## config.mk

```make
export PLATFORM = sky130hd
export DESIGN_NAME = vga_timing_gen
export DESIGN_NICKNAME = d
export VERILOG_FILES = /design/src/rtl/vga_timing_gen.sv
export SDC_FILE = /design/constraint.sdc
export NUM_CORES = 1
export LEC_CHECK = 0
export ABC_AREA = 0
export CORE_ASPECT_RATIO = 0.8
export CORE_UTILIZATION = 49
export CTS_CLUSTER_DIAMETER = 40
export DETAILED_ROUTE_END_ITERATION = 8
export HOLD_SLACK_MARGIN = 0.12
export PLACE_DENSITY = 0.74
export SLEW_MARGIN = 25
export SYNTH_ARGS = -nofsm -noshare
export SYNTH_HDL_FRONTEND = slang
export SYNTH_SLANG_ARGS = --single-unit
export TNS_END_PERCENT = 20
```

## constraint.sdc

```tcl
create_clock -name clk -period 1.6 [get_ports clk]
set_input_delay 0.32 -clock clk [delete_from_list [all_inputs] [get_ports clk]]
set_output_delay 0.32 -clock clk [all_outputs]
set_load 0.01 [all_outputs]
```

## src/rtl/vga_timing_gen.sv

```systemverilog
// rtl/vga_timing_gen.sv - parametrised VGA raster timing generator
// Produces pixel strobe, active-window position, syncs and line/frame markers with run/freeze.
module vga_timing_gen #(
    parameter int H_ACTIVE = 640,
    parameter int H_FP     = 16,
    parameter int H_SYNC   = 96,
    parameter int H_BP     = 48,
    parameter int V_ACTIVE = 480,
    parameter int V_FP     = 10,
    parameter int V_SYNC   = 2,
    parameter int V_BP     = 33,
    parameter int PIX_DIV  = 2,
    parameter int HS_POL   = 0,
    parameter int VS_POL   = 0,
    parameter int COL_W    = 10,
    parameter int ROW_W    = 9
) (
    input  logic             clk,
    input  logic             rst_l,
    input  logic             en,
    output logic             pix_ce,
    output logic [COL_W-1:0] vga_col,
    output logic [ROW_W-1:0] vga_row,
    output logic             vga_display,
    output logic             vga_hs,
    output logic             vga_vs,
    output logic             line_start,
    output logic             frame_start,
    output logic             vblank
);

    localparam int H_TOTAL = H_ACTIVE + H_FP + H_SYNC + H_BP;
    localparam int V_TOTAL = V_ACTIVE + V_FP + V_SYNC + V_BP;
    localparam int H_W     = $clog2(H_TOTAL);
    localparam int V_W     = $clog2(V_TOTAL);
    localparam int PRE_W   = (PIX_DIV > 1) ? $clog2(PIX_DIV) : 1;

    localparam logic [PRE_W-1:0] PRE_LAST     = PRE_W'(PIX_DIV - 1);
    localparam logic [H_W-1:0]   H_LAST       = H_W'(H_TOTAL - 1);
    localparam logic [H_W-1:0]   H_ACT_END    = H_W'(H_ACTIVE);
    localparam logic [H_W-1:0]   H_SYNC_START = H_W'(H_ACTIVE + H_FP);
    localparam logic [H_W-1:0]   H_SYNC_END   = H_W'(H_ACTIVE + H_FP + H_SYNC);
    localparam logic [V_W-1:0]   V_LAST       = V_W'(V_TOTAL - 1);
    localparam logic [V_W-1:0]   V_ACT_END    = V_W'(V_ACTIVE);
    localparam logic [V_W-1:0]   V_SYNC_START = V_W'(V_ACTIVE + V_FP);
    localparam logic [V_W-1:0]   V_SYNC_END   = V_W'(V_ACTIVE + V_FP + V_SYNC);
    localparam logic             HS_ON        = (HS_POL != 0);
    localparam logic             VS_ON        = (VS_POL != 0);

    if (PIX_DIV < 1 || H_ACTIVE < 1 || H_FP < 1 || H_SYNC < 1 || H_BP < 1 ||
        V_ACTIVE < 1 || V_FP < 1 || V_SYNC < 1 || V_BP < 1) begin : g_bad_param
        $error("vga_timing_gen: PIX_DIV and all active/porch/sync parameters must be >= 1");
    end

    logic [PRE_W-1:0] r_pre;
    logic             r_pix_ce;
    logic [H_W-1:0]   r_h;
    logic [V_W-1:0]   r_v;
    logic [COL_W-1:0] r_col;
    logic [ROW_W-1:0] r_row;
    logic             r_disp;
    logic             r_hs;
    logic             r_vs;
    logic             r_vblank;
    logic             r_ls;
    logic             r_fs;

    logic w_pre_last;
    logic w_h_last;
    logic w_v_last;
    logic w_disp;
    logic w_hs_on;
    logic w_vs_on;
    logic w_advance;

    assign w_pre_last = (r_pre == PRE_LAST);
    assign w_h_last   = (r_h == H_LAST);
    assign w_v_last   = (r_v == V_LAST);
    assign w_disp     = (r_h < H_ACT_END) && (r_v < V_ACT_END);
    assign w_hs_on    = (r_h >= H_SYNC_START) && (r_h < H_SYNC_END);
    assign w_vs_on    = (r_v >= V_SYNC_START) && (r_v < V_SYNC_END);
    assign w_advance  = en && r_pix_ce;

    // The strobe is registered so it stays low through reset even when PIX_DIV=1.
    always_ff @(posedge clk or negedge rst_l) begin
        if (!rst_l) begin
            r_pre    <= '0;
            r_pix_ce <= 1'b0;
        end else if (en) begin
            r_pre    <= w_pre_last ? '0 : r_pre + 1'b1;
            r_pix_ce <= w_pre_last;
        end
    end

    always_ff @(posedge clk or negedge rst_l) begin
        if (!rst_l) begin
            r_h      <= '0;
            r_v      <= '0;
            r_col    <= '0;
            r_row    <= '0;
            r_disp   <= 1'b0;
            r_hs     <= ~HS_ON;
            r_vs     <= ~VS_ON;
            r_vblank <= 1'b0;
        end else if (w_advance) begin
            r_col    <= w_disp ? COL_W'(r_h) : '0;
            r_row    <= w_disp ? ROW_W'(r_v) : '0;
            r_disp   <= w_disp;
            r_hs     <= w_hs_on ? HS_ON : ~HS_ON;
            r_vs     <= w_vs_on ? VS_ON : ~VS_ON;
            r_vblank <= (r_v >= V_ACT_END);
            if (w_h_last) begin
                r_h <= '0;
                r_v <= w_v_last ? '0 : r_v + 1'b1;
            end else begin
                r_h <= r_h + 1'b1;
            end
        end
    end

    // Markers are held (not cleared) while frozen so a pending pulse survives en=0.
    always_ff @(posedge clk or negedge rst_l) begin
        if (!rst_l) begin
            r_ls <= 1'b0;
            r_fs <= 1'b0;
        end else if (en) begin
            r_ls <= r_pix_ce && (r_h == '0);
            r_fs <= r_pix_ce && (r_h == '0) && (r_v == '0);
        end
    end

    assign pix_ce      = r_pix_ce && en;
    assign line_start  = r_ls && en;
    assign frame_start = r_fs && en;
    assign vga_col     = r_col;
    assign vga_row     = r_row;
    assign vga_display = r_disp;
    assign vga_hs      = r_hs;
    assign vga_vs      = r_vs;
    assign vblank      = r_vblank;

endmodule
```

==> results.json <==
{
  "grt_max_degree": 31,
  "pin_count": 29,
  "drc": 0,
  "worst_pin_slew_ps": 447,
  "synthesis.area_um2": 2220,
  "rows": 21,
  "holdPathStages": 1,
  "start_util_pct": 52.1,
  "avgViaCountPerCell": 5.98,
  "clk_path_buf_depth": 2,
  "synth_fa_ha_area_share_pct": 2.82,
  "pre_cts_ws_ps": -388,
  "synthTopCellsByArea": "dfrtp_1, a22o_1, ha_1",
  "status": "finished with violations",
  "cts_tree": "built",
  "final_nets": 263,
  "grt_pass1_vias": 1835,
  "yosys.area.top_type_share_pct": 50.7,
  "io_buffer_count": 28,
  "grt.overflow.total": 0,
  "syn-num-nets": 207,
  "gp_congestion": 0.907,
  "dieArea_um2": 4800,
  "timing.final.ws_setup_ps": -181,
  "wl_um": 5440,
  "rsz0062_at_grt": "true",
  "synth_edf_count": 0,
  "synth_mux_area_share_pct": 0.507,
  "grt_pass1_wl_um": 9110,
  "die_width_um": 77.3,
  "fin_tns_setup_ps": -927,
  "h-tree-depth": 2,
  "rr_worst_depth": 5,
  "yosysSeqAreaShare_pct": 53.1,
  "yosys.area_share.xor_xnor_pct": 3.55,
  "antenna_found_initial": 0,
  "path_max_fanout": 5,
  "crit_type": "flip-flop to flip-flop",
  "fin_worst_skew_ps": 8.94,
  "setup_violations": 7,
  "timing.final.crit_share_pct": 111,
  "drt_first_pass_iters": 4,
  "maxCapViolCount": 0,
  "place_hpwl_um": 3790,
  "fin_crit_ps": 1780,
  "root_buffer": "clkbuf_8",
  "drive_above_1_share_pct": 27.8,
  "relSlewSlack_pct": 70.2,
  "max_freq_mhz": 562,
  "end_kind": "flip-flop",
  "area_delta_synth_final_pct": 34.1,
  "syn_inst": 199,
  "drt_iter0_markers": 101,
  "worst_ep_required_time_ps": 1780,
  "total_power_mw": 3.43,
  "synth-compound-area-share_pct": 16.1,
  "final_util_pct": 69.9,
  "placed_area_um2": 2770,
  "arrival_ps": 1960,
  "antenna_cells": 0,
  "yosys.area_share.simple_pct": 19.5,
  "core_um2": 4260,
  "synth_top_family_by_area": "simple AND/OR/NAND/NOR gates",
  "synth-main-ff-cell": "dfrtp_1",
  "synth_seq_cells": 47,
  "synth_cell_type_count": 47,
  "powerDensity_nw_per_um2": 1150,
  "power.leakage_nw": 1.34,
  "finalHoldViolCount": 0,
  "ys_async_sr_fraction_pct": 100,
  "finalInstanceArea_um2": 2980,
  "start_kind": "flip-flop",
  "numCtsBuffers": 5,
  "cts_sinks": 47,
  "drt-wirelength-per-cell_um": 17.4,
  "clkLatencyLatePin_ps": 300,
  "synth_warnings": 0,
  "fin_cells": 312,
  "syn_area_per_cell_um2": 11.2,
  "violations": "setup timing",
  "vias": 1865,
  "hold_path_class": "flip-flop to flip-flop",
  "drv_slew": 0,
  "hold_slack_ps": 473,
  "die_h_um": 62.2,
  "place_inst": 301,
  "drtAntennaViolNets": 0,
  "peakVddDrop_uv": 637,
  "path_clk_slew_ps": 90,
  "grt.total_usage_pct": 24.6,
  "post-synth-top-area-cell": "dfrtp_1"
}
==> report_power, final <==
part / switching, mW / internal [mW]
Combinational: 0.561 / 0.637
Clock: 0.391 / 0.299
Sequential: 0.146 / 1.39
Total: 1.10 / 2.33
==> flip-flops by register name, indices dropped and copies added (netlist names) <==
register,cells
vblank,1
r_v,10
vga_row,9
r_pix_ce,1
vga_display,1
r_h,10
vga_hs,1
vga_vs,1
vga_col,10
r_fs,1
r_pre,1
r_ls,1
==> worst max-delay path, stage by stage, from the launching register on <==
cell and delay [ps]:
dfrtp_1 410, ha_4 160, nor4b_4 230, or4b_4 580, o21ai_2 200, o31ai_2 90
==> cell type report <==
class | count | area [um^2]
inverter | 7 | 26.3
sequential | 47 | 1180
clock buffer | 5 | 68.8
clock inverter | 2 | 13.8
fill | 327 | 1280
multi-input combinational | 130 | 1040
timing repair buffer | 64 | 573
tap | 57 | 71.3
==> final timing paths <==
check / startpoint / to / slack (ps)
setup / recovery: r_h[1]$_DFFE_PN0P_ / r_v[6]$_DFFE_PN0P_ / -180
hold / removal: r_pre$_DFFE_PN0P_ / r_pre$_DFFE_PN0P_ / 470
setup reg to reg: r_h[1]$_DFFE_PN0P_ / r_v[6]$_DFFE_PN0P_ / -180
hold reg to reg: r_pre$_DFFE_PN0P_ / r_pre$_DFFE_PN0P_ / 470
max in group asynchronous: rst_l / vga_vs$_DFFE_PN1P_ / 520
min in group asynchronous: rst_l / vga_row[5]$_DFFE_PN0P_ / 510
==> layout by cell type (no fill, tap or decap), drive strengths merged, types with 2 or more instances in the layout <==
cell           instances
a21oi                  6
a22o                  19
and2                   2
and3                   4
and4                   6
buf                   36
clkbuf                 5
clkdlybuf4s50         21
clkinv                 3
dfrtp                 45
dfstp                  2
dlygate4sd2            6
ha                     5
inv                    6
nand2                 12
nand3                 10
nand4                  7
nor2                   9
nor2b                  2
nor3                   3
nor4b                  3
o21ai                 13
o31ai                  4
or3                    2
xnor2                  6
xor2                   3
==> routing by layer <==
metal	wire [um]	vias up	GRT usage [%]
met5	0	-	0
met4	112	0	9.43
met3	351	13	4.26
met2	2640	74	38.7
met1	2330	933	34.0
li1	-	845	-
==> what timing repair did <==
action / 4_1_cts / 5_1_grt
endpoints found under the setup margin: 22 / 15
hold buffers: 1 / 0
resized for setup: 15 / 15
hold endpoints to repair: 17 / 0
pin swaps: 5 / 4
setup buffers: 2 / 1
==> cell usage after synthesis (2+ instances only) <==
library cell and number:
a21oi_1 6, nand2_4 2, o21ai_0 9, buf_2 3, nand3_1 10, nor3_1 3, dfstp_2 2, nor2b_1 2
and2_1 2, clkbuf_1 9, or3_2 2, ha_1 5, a22o_1 18, nand4_1 7, xnor2_1 6, and4_1 6
nand2_1 10, nor4b_4 2, dfrtp_1 45, o31ai_1 3, nor2_1 8, o21ai_1 4, inv_1 6, xor2_1 3
and3_1 4
==> cell families after synthesis <==
kind of cell | count (synthesis)
AOI/OAI and AO/OA | 49
muxes | 1
DFF | 47
and+or+nand+nor | 66
adders and majority gates | 5
xor gates and xnor gates | 9
buffers and inverters | 22
No activity file was read; power rests on OpenSTA's default activity.
